**src/rtl/instr_sequencer_if.sv**
```systemverilog
// Sequencer-to-ROM/processor signal bundle; names are from the sequencer's point of view.
interface instr_sequencer_if #(
  parameter int N = 9,
  parameter int A = 5
);
  logic         i_start;
  logic         i_halt;
  logic [N-1:0] i_mem_data;
  logic         i_done;
  logic [A-1:0] o_mem_addr;
  logic [N-1:0] o_din;
  logic         o_run;
  logic         o_busy;
  logic [A-1:0] o_pc;
  logic [7:0]   o_instr_count;
  logic         o_error;

  modport master (
    input  i_start, i_halt, i_mem_data, i_done,
    output o_mem_addr, o_din, o_run, o_busy, o_pc, o_instr_count, o_error
  );

  modport slave (
    output i_start, i_halt, i_mem_data, i_done,
    input  o_mem_addr, o_din, o_run, o_busy, o_pc, o_instr_count, o_error
  );
endinterface

```
**src/rtl/instr_sequencer.sv**
```systemverilog
// Fetches one- or two-word instructions from a synchronous ROM and issues them to the
// 9-bit multi-cycle processor with a one-cycle Run pulse, then waits for Done.
module instr_sequencer #(
  parameter int N          = 9,
  parameter int A          = 5,
  parameter int START_ADDR = 0,
  parameter int STOP_ADDR  = 2**A - 1,
  parameter int WD_LIMIT   = 8
) (
  input  logic                   i_clk,
  input  logic                   i_rst,
  instr_sequencer_if.master      bus
);

  localparam int WDW = $clog2(WD_LIMIT + 1);
  localparam logic [A-1:0]   L_START = START_ADDR[A-1:0];
  localparam logic [A-1:0]   L_STOP  = STOP_ADDR[A-1:0];
  localparam logic [WDW-1:0] L_WD_LAST = WDW'(WD_LIMIT - 1);

  typedef enum logic [2:0] {
    S_IDLE, S_FETCH0, S_FETCH1, S_LOAD, S_ISSUE, S_EXEC
  } state_t;

  state_t         r_state;
  logic [N-1:0]   r_word0;
  logic [N-1:0]   r_word1;
  logic [N-1:0]   r_din;
  logic           r_run;
  logic           r_error;
  logic [A-1:0]   r_pc;
  logic [7:0]     r_icnt;
  logic [WDW-1:0] r_wd;

  logic           w_is_mvi;
  logic [A-1:0]   w_pc_next;

  assign w_is_mvi  = (r_word0[N-1:N-3] == 3'b001);
  assign w_pc_next = r_pc + (w_is_mvi ? A'(2) : A'(1));

  // The immediate is requested during FETCH1 so it arrives in LOAD; wraps past the top of ROM.
  assign bus.o_mem_addr    = (r_state == S_FETCH1) ? r_pc + A'(1) : r_pc;
  assign bus.o_din         = r_din;
  assign bus.o_run         = r_run;
  assign bus.o_busy        = (r_state != S_IDLE);
  assign bus.o_pc          = r_pc;
  assign bus.o_instr_count = r_icnt;
  assign bus.o_error       = r_error;

  always_ff @(posedge i_clk or posedge i_rst) begin
    if (i_rst) begin
      r_state <= S_IDLE;
      r_word0 <= '0;
      r_word1 <= '0;
      r_din   <= '0;
      r_run   <= 1'b0;
      r_error <= 1'b0;
      r_pc    <= L_START;
      r_icnt  <= '0;
      r_wd    <= '0;
    end else begin
      r_run <= 1'b0;
      case (r_state)
        S_IDLE: begin
          if (bus.i_start && !bus.i_halt) begin
            r_error <= 1'b0;
            r_state <= S_FETCH0;
          end
        end
        S_FETCH0: r_state <= S_FETCH1;
        S_FETCH1: begin
          r_word0 <= bus.i_mem_data;
          r_state <= S_LOAD;
        end
        S_LOAD: begin
          r_word1 <= bus.i_mem_data;
          r_din   <= r_word0;
          r_run   <= 1'b1;
          r_state <= S_ISSUE;
        end
        S_ISSUE: begin
          // Processor latches IR now; its first execute step already sees the immediate.
          r_din   <= r_word1;
          r_wd    <= '0;
          r_state <= S_EXEC;
        end
        S_EXEC: begin
          if (bus.i_done) begin
            r_pc    <= w_pc_next;
            r_icnt  <= r_icnt + 8'd1;
            r_state <= (bus.i_halt || (w_pc_next == L_STOP)) ? S_IDLE : S_FETCH0;
          end else if (r_wd == L_WD_LAST) begin
            r_error <= 1'b1;
            r_state <= S_IDLE;
          end else begin
            r_wd <= r_wd + WDW'(1);
          end
        end
        default: r_state <= S_IDLE;
      endcase
    end
  end

endmodule

```
**src/flat_wrapper.sv**
```systemverilog
// flat-port wrapper written by rule: the top's interface ports become plain ports
module instr_sequencer_flat 
#(
  parameter int N          = 9,
  parameter int A          = 5,
  parameter int START_ADDR = 0,
  parameter int STOP_ADDR  = 2**A - 1,
  parameter int WD_LIMIT   = 8
)
  (i_clk, i_rst, bus_i_start, bus_i_halt, bus_i_mem_data, bus_i_done, bus_o_mem_addr, bus_o_din, bus_o_run, bus_o_busy, bus_o_pc, bus_o_instr_count, bus_o_error);
  instr_sequencer_if #(.N(N), .A(A)) bus_i ();
  input  logic i_clk;
  input  logic i_rst;
  input wire logic [$bits(bus_i.i_start)-1:0] bus_i_start;
  input wire logic [$bits(bus_i.i_halt)-1:0] bus_i_halt;
  input wire logic [$bits(bus_i.i_mem_data)-1:0] bus_i_mem_data;
  input wire logic [$bits(bus_i.i_done)-1:0] bus_i_done;
  output wire logic [$bits(bus_i.o_mem_addr)-1:0] bus_o_mem_addr;
  output wire logic [$bits(bus_i.o_din)-1:0] bus_o_din;
  output wire logic [$bits(bus_i.o_run)-1:0] bus_o_run;
  output wire logic [$bits(bus_i.o_busy)-1:0] bus_o_busy;
  output wire logic [$bits(bus_i.o_pc)-1:0] bus_o_pc;
  output wire logic [$bits(bus_i.o_instr_count)-1:0] bus_o_instr_count;
  output wire logic [$bits(bus_i.o_error)-1:0] bus_o_error;
  assign bus_i.i_start = bus_i_start;
  assign bus_i.i_halt = bus_i_halt;
  assign bus_i.i_mem_data = bus_i_mem_data;
  assign bus_i.i_done = bus_i_done;
  assign bus_o_mem_addr = bus_i.o_mem_addr;
  assign bus_o_din = bus_i.o_din;
  assign bus_o_run = bus_i.o_run;
  assign bus_o_busy = bus_i.o_busy;
  assign bus_o_pc = bus_i.o_pc;
  assign bus_o_instr_count = bus_i.o_instr_count;
  assign bus_o_error = bus_i.o_error;
  instr_sequencer #(.N(N), .A(A), .START_ADDR(START_ADDR), .STOP_ADDR(STOP_ADDR), .WD_LIMIT(WD_LIMIT)) u_core (.i_clk(i_clk), .i_rst(i_rst), .bus(bus_i));
endmodule
```
**config.mk**
```make
export PLATFORM = sky130hd
export DESIGN_NAME = instr_sequencer_flat
export DESIGN_NICKNAME = d
export VERILOG_FILES = /design/src/rtl/instr_sequencer_if.sv /design/src/rtl/instr_sequencer.sv /design/src/flat_wrapper.sv
export SDC_FILE = /design/constraint.sdc
export NUM_CORES = 1
export LEC_CHECK = 0
export BUFFER_PORTS_ARGS = -buffer_cell sky130_fd_sc_hd__buf_2
export CAP_MARGIN = 10
export CORE_ASPECT_RATIO = 1.4
export CORE_MARGIN = 8
export CORE_UTILIZATION = 55
export CTS_CLUSTER_DIAMETER = 150
export DETAILED_ROUTE_END_ITERATION = 10
export GPL_ROUTABILITY_DRIVEN = 0
export PLACE_DENSITY = 0.8
export SLEW_MARGIN = 0
export SYNTH_ARGS = -nofsm -noshare
export SYNTH_HDL_FRONTEND = slang
export SYNTH_SLANG_ARGS = --single-unit
```
**constraint.sdc**
```tcl
create_clock -name i_clk -period 3.05 [get_ports i_clk]
set_clock_uncertainty 0.1 [all_clocks]
set_input_delay 0.61 -clock i_clk [delete_from_list [all_inputs] [get_ports i_clk]]
set_output_delay 0.61 -clock i_clk [all_outputs]
set_load 0.02 [all_outputs]
```
==> results.md, run 1 <==
* Status: finished, final reports clean
* Slew @ Worst Pin at 1.00 ns
* Async S/R FF share, synth at 1.00
* Min Tclk post-route at 2.41 ns
* Hpwl dp at 3770 um
* Max Cap Violations at 0
* Largest area contributor in the netlist: dfrtp_1
* GR Overflow Total at 0
* Worst R2R Start: u_core.r_word0[7]$_DFFE_PP0P_
* Initial DRC Count at 136
* Placed Area at 2690 sq um
* CP peak stage delay at 0.45 ns
* Slowest CP cell: nor3_4
* Total Wirelength at 5400 um
* R2r worst-path depth at 8
* Critical Path RT at 2.34 ns
* Worst hold path class: flip-flop to flip-flop
* Hold Startpoint: u_core.bus.o_instr_count[7]$_DFFE_PP0P_
* Mean Syn Cell Area at 10.3 sq um
* Post-synth top cells: 64 x nand2_1, 49 x dfrtp_1, 19 x a22o_1
* Setup TNS at 0 ns
* Hold-fix buffers at CTS at 0
* Final Instance Area at 2780 sq um
* Global-route wire length before repair at 9410 um
* CP Max Fanout at 10
* Syn_nets at 258
* P per Cell Area at 1010 nW/um^2
* Synth top area share at 0.502
* Most common cell in the netlist: nand2_1
* Max Root-Sink Buffers at 2
* Max Freq at 0.415 GHz
* Initial Util at 0.576
* Crit end category: output pin
* Final Hold Viols at 0
* Clk slew on worst S/H paths at 0.09 ns
* Hold_ws at 0.378 ns
* DRC Markers at 0
* Yosys warning count at 0
* Pre-antenna DRT Iters at 6
* Setup crit start kind: flip-flop
* FP Rows at 28
* # resized after CTS at 0
* Clock latency on the worst-skew pair at 0.31 ns
* Clock sink count at 49
* Post-synth EDFFs at 0
* # Post-CTS Setup Buffers at 0
* Fin. max-slew vios at 0
* Number of global-route vias before repair at 2028
* Fillers at 365
* Total number of vias at 1897
* CTS tree: built
* GR Util All Layers at 0.172
* Clk root buf: clkbuf_8
* Final worst path period share at 0.790
* Ant diodes at 0
* Final Setup Violations at 0
* Port Buf Inserts at 43
* Pre-CTS setup slack at 0.954 ns
* CTS buffer count at 5
* Final WS setup at 0.639 ns
* Die Y at 94.8 um
* Antenna violations before repair at 0
* Synthesized cell area at 2440 sq um
* Routed WL per cell at 15.9 um
* Share of cells above drive strength 1 at 0.246
* Hold EP: u_core.bus.o_instr_count[7]$_DFFE_PP0P_
* DIE AREA at 6860 sq um
* Worst Hold Depth at 1
* Seq/Total Area, Yosys at 0.502
* Detail Route Antenna Nets at 0
* Post-Synthesis Cells at 238
* Largest net degree at the start of global routing at 50
* Worst-path cell chain: nor3_4 > mux2_2 > buf_2
* Post-synth top flop: dfrtp_1
* Setup CP Type: flip-flop to output pin
* Die W at 72.3 um
* #FFs+latches synth at 49
* Final net count at 299
* Layout area overhead at 13.8%
* Critical R2R Capture: u_core.r_state[0]$_DFFE_PP0P_
* RSZ-0062 raised after global routing: false
* H-tree levels at 2
* Vias per cell at 5.58
* Largest cells by area after synthesis: dfrtp_1 50%, nand2_1 9.8%, a22o_1 6.8%
* Max VDD drop at 0.000578 V
* P_leak at 1.41 nW
* Slew headroom at 0.333
* WP data arrival at 1.70 ns
* Core Footprint at 4240 sq um
* IO Pins at 44
* Synth unique cells at 36
* R2r setup slk at 1.02 ns
[state kept, by name (all words and copies together) (netlist names)]
| name | flops |
|---|---|
| u_core.bus.o_run | 1 |
| u_core.r_word1 | 9 |
| u_core.r_state | 3 |
| u_core.bus.o_pc | 5 |
| u_core.bus.o_din | 9 |
| u_core.r_word0 | 9 |
| u_core.r_wd | 4 |
| u_core.bus.o_instr_count | 8 |
| u_core.bus.o_error | 1 |
[area by class of cell]
cell class	instances	area, sq um	area share
Clock inverter	2	15.0	0.00541
Multi-Input combinational cell	171	1120	0.404
Inverter	4	15.0	0.00541
Tap cell	60	75.1	0.0270
Timing Repair Buffer	48	253	0.0910
Clock buffer	6	72.6	0.0261
Sequential cell	49	1230	0.441
[cell usage in the layout (no fill, tap or decap), types with 4 or more instances in the layout]
cell type and n:
a22oi_1 9, buf_4 5, xnor2_1 14, nand3_1 4, nand2_1 64, dfrtp_1 49
a22o_1 19, nor2_1 4, buf_2 43, nand3b_1 6, mux2_2 11, nand4_1 7
ha_1 5, clkbuf_8 5
[metrics by stage]
stage	total power, W	std cells	util
floorplan	0.00207	238	-
global placement	0.00237	332	0.635
detailed placement	0.00242	332	0.635
CTS	0.00281	340	0.655
global route	0.00302	340	0.655
finish	0.00280	340	0.655
[worst max-delay path, delay by kind of cell (launching register included)]
| family | cells | cell delay, ns |
|---|---|---|
| and+or+nand+nor | 1 | 0.45 |
| buffers and inverters | 1 | 0.16 |
| DFF | 1 | 0.41 |
| muxes | 1 | 0.38 |
[power by group]
group          switching (W)  total, W  internal (W)
clock               0.000230  0.000392      0.000162
combinational       0.000752   0.00130      0.000544
sequential          0.000215   0.00111      0.000898
total                0.00120   0.00280       0.00160
[metal layers]
| metal | part of all wire | routed length [um] | global-route usage |
|---|---|---|---|
| met5 | 0 | 0 | 0 |
| met3 | 0.038 | 207 | 0.0414 |
| met4 | 0.016 | 85 | 0.0650 |
| met2 | 0.52 | 2790 | 0.310 |
| met1 | 0.43 | 2320 | 0.190 |
[worst max path at each step]
| stage | start | to | slack, ns | cells past startpoint |
|---|---|---|---|---|
| 6_report | u_core.r_state[2]$_DFFE_PP0P_ | bus_o_mem_addr[1] | 0.64 | 3 |
| 5_1_grt | u_core.r_state[2]$_DFFE_PP0P_ | bus_o_mem_addr[3] | 0.53 | 4 |
| 4_1_cts | u_core.r_state[2]$_DFFE_PP0P_ | bus_o_mem_addr[3] | 0.62 | 4 |
| 3_5_place_dp | u_core.r_state[2]$_DFFE_PP0P_ | bus_o_mem_addr[3] | 0.95 | 4 |
| 3_3_place_gp | u_core.r_state[2]$_DFFE_PP0P_ | bus_o_mem_addr[1] | 1.01 | 3 |
| 2_1_floorplan | u_core.r_state[1]$_DFFE_PP0P_ | bus_o_mem_addr[3] | 0.95 | 6 |
[cell families (layout without fill, tap and decap cells)]
family                     count (synthesis)  count (layout)  share of synthesized area
and+or+nand+nor                           98              98                      0.190
DFF                                       49              49                      0.502
AOI/OAI and AO/OA                         39              39                      0.124
buffers and inverters                     18              60                     0.0384
xor gates and xnor gates                  17              17                     0.0610
muxes                                     11              11                     0.0507
adders and majority gates                  6               6                     0.0338
(Power assumes the default switching activity.)
==> run 2: changes to the inputs <==
--- a/config.mk
+++ b/config.mk
@@ -9,11 +9,11 @@
 export CAP_MARGIN = 10
 export CORE_ASPECT_RATIO = 1.4
 export CORE_MARGIN = 8
-export CORE_UTILIZATION = 55
+export CORE_UTILIZATION = 50
 export CTS_CLUSTER_DIAMETER = 150
 export DETAILED_ROUTE_END_ITERATION = 10
 export GPL_ROUTABILITY_DRIVEN = 0
-export PLACE_DENSITY = 0.8
+export PLACE_DENSITY = 0.77
 export SLEW_MARGIN = 0
 export SYNTH_ARGS = -nofsm -noshare
 export SYNTH_HDL_FRONTEND = slang
==> constraint.sdc (replaced) <==
create_clock -name i_clk -period 2.2 [get_ports i_clk]
set_clock_uncertainty 0.1 [all_clocks]
set_input_delay 0.44 -clock i_clk [delete_from_list [all_inputs] [get_ports i_clk]]
set_output_delay 0.44 -clock i_clk [all_outputs]
set_load 0.02 [all_outputs]
==> run 2 against run 1 <==
Utilization is 4.9 points lower. Clock power increased by 73%. Global-route usage is 1.2 points lower. Register-to-register slack got worse by 0.70 ns. Critical path depth unchanged. Sequential share of layout area is 1.7 points lower. Via count grew 0.58%. Cell area up 4.0%. Wire length rose by 1.4%. Sequential power increased by 39%. Final cell count increased by 3.8%. Flip-flop and latch count unchanged. Critical endpoint unchanged.
==> results.md, run 2 (same netlist as run 1, synthesis figures left out) <==
* Status: finished, final reports clean
* IO Pins at 44
* R2r setup slk at 0.32 ns
* Total number of vias at 1908
* Initial DRC Count at 82
* H-tree levels at 2
* Final Setup Violations at 0
* Setup crit start kind: flip-flop
* GR Overflow Total at 0
* Clock latency on the worst-skew pair at 0.30 ns
* Met2 Use GR at 0.281
* Slew @ Worst Pin at 0.395 ns
* # Post-CTS Setup Buffers at 0
* Clk root buf: clkbuf_8
* Die Y at 98.7 um
* Utilization after layout at 0.606
* Met3 Resource Use GR at 0.0447
* WP data arrival at 1.56 ns
* Max Cap Violations at 0
* Detail Route Antenna Nets at 0
* Port Buf Inserts at 43
* DIE AREA at 7410 sq um
* Max VDD drop at 0.000766 V
* Worst R2R Start: u_core.r_word0[7]$_DFFE_PP0P_
* Antenna violations before repair at 0
* P_leak at 1.47 nW
* Die W at 75.1 um
* Clk slew on worst S/H paths at 0.09 ns
* Initial Util at 0.512
* Pre-antenna DRT Iters at 4
* Routed WL per cell at 15.5 um
* Final net count at 308
* Fin. max-slew vios at 0
* Number of global-route vias before repair at 2040
* Slew headroom at 0.737
* Final Hold Viols at 0
* Clock sink count at 49
* Min Tclk post-route at 2.10 ns
* Global-route wire length before repair at 9240 um
* Critical Path RT at 1.66 ns
* Max Freq at 0.475 GHz
* Most common cell after layout, fill and taps aside: nand2_1
* CTS buffer count at 5
* Hpwl dp at 4070 um
* DRC Markers at 0
* Share of cells above drive strength 1 at 0.270
* Total Wirelength at 5480 um
* Crit end category: output pin
* Worst hold path class: primary input to flip-flop
* GR Util All Layers at 0.160
* Critical Path End: bus_o_mem_addr[1]
* Tot Pwr at 0.00409 W
* GR Util met1 at 0.174
* Vias per cell at 5.41
* P per Cell Area at 1420 nW/um^2
* Final cell count without fillers at 353
* Layout area overhead at 18.3%
* Critical R2R Capture: u_core.r_state[0]$_DFFE_PP0P_
* Max Root-Sink Buffers at 2
* R2r worst-path depth at 8
* CP Max Fanout at 6
* CP startpoint: u_core.r_state[2]$_DFFE_PP0P_
* Setup CP Type: flip-flop to output pin
* FP Rows at 30
* Top Usage Layer GRT: met2
* RSZ-0062 raised after global routing: true
* Final worst path period share at 0.956
* Core Footprint at 4770 sq um
* Most frequent cells in the layout: 64 x nand2_1, 49 x dfrtp_1, 42 x buf_2, 19 x a22o_1
* Ant diodes at 0
* Placed Cells incl. Taps at 344
* CTS tree: built
* Largest net degree at the start of global routing at 31
## run 2: cell count changes in the layout (fill, tap and decap cells not counted), sizes merged
cell	change
buf	+8
bufinv	+1
clkinvlp	-1
dlygate4sd3	+1
## run 2: worst min path at each step
stage / from / end / slack [ns] / cells past startpoint
2_1_floorplan: u_core.r_word1[5]$_DFFE_PP0P_ / u_core.r_word1[5]$_DFFE_PP0P_ / 0.35 / 2
3_3_place_gp: i_rst / u_core.bus.o_pc[4]$_DFFE_PP0P_ / 0.31 / 2
3_5_place_dp: i_rst / u_core.bus.o_pc[4]$_DFFE_PP0P_ / 0.31 / 2
4_1_cts: bus_i_mem_data[2] / u_core.r_word1[2]$_DFFE_PP0P_ / 0.23 / 3
5_1_grt: bus_i_mem_data[3] / u_core.r_word1[3]$_DFFE_PP0P_ / 0.23 / 3
6_report: bus_i_mem_data[2] / u_core.r_word1[2]$_DFFE_PP0P_ / 0.23 / 3
## run 2: layer usage
layer / up-vias / part of all wire
met5: - / 0
met2: 36 / 0.54
met3: 5 / 0.045
li1: 929 / -
met4: 0 / 0.013
met1: 938 / 0.40
## run 2: repair_timing
item | CTS | global route
hold endpoints to repair | 14 | 0
setup endpoints to repair | 0 | 1
hold buffers | 1 | 0
resized for setup | 0 | 1
## run 2: metrics by stage
step           setup TNS [ns]  instance area (sq um)  hold WS, ns  worst slack (ns)
2_1_floorplan               0                   2440        0.347             0.265
4_1_cts                     0                   2890        0.230            0.0806
5_1_grt             -0.000779                   2890        0.235         -0.000779
3_5_place_dp                0                   2760        0.311             0.324
6_report                    0                   2890        0.233            0.0960
3_3_place_gp                0                   2760        0.309             0.352
## run 2: layout make-up
type                       count  area (sq um)
multi-input combinational    171          1120
sequential                    49          1230
fill                         430          1880
clock inverter                 2          37.5
clock buffer                   6          82.6
inverter                       4          15.0
timing repair buffer          57           325
tap                           64          80.1
## run 2: report_power, final
| group | internal [W] | switching (W) |
|---|---|---|
| sequential | 0.00125 | 0.000296 |
| combinational | 0.000816 | 0.00105 |
| clock | 0.000370 | 0.000308 |
## run 2: critical path, cell delays in order (launching register included)
cell	delay, ns
dfrtp_1	0.42
nor3_4	0.31
mux2_2	0.37
buf_2	0.16
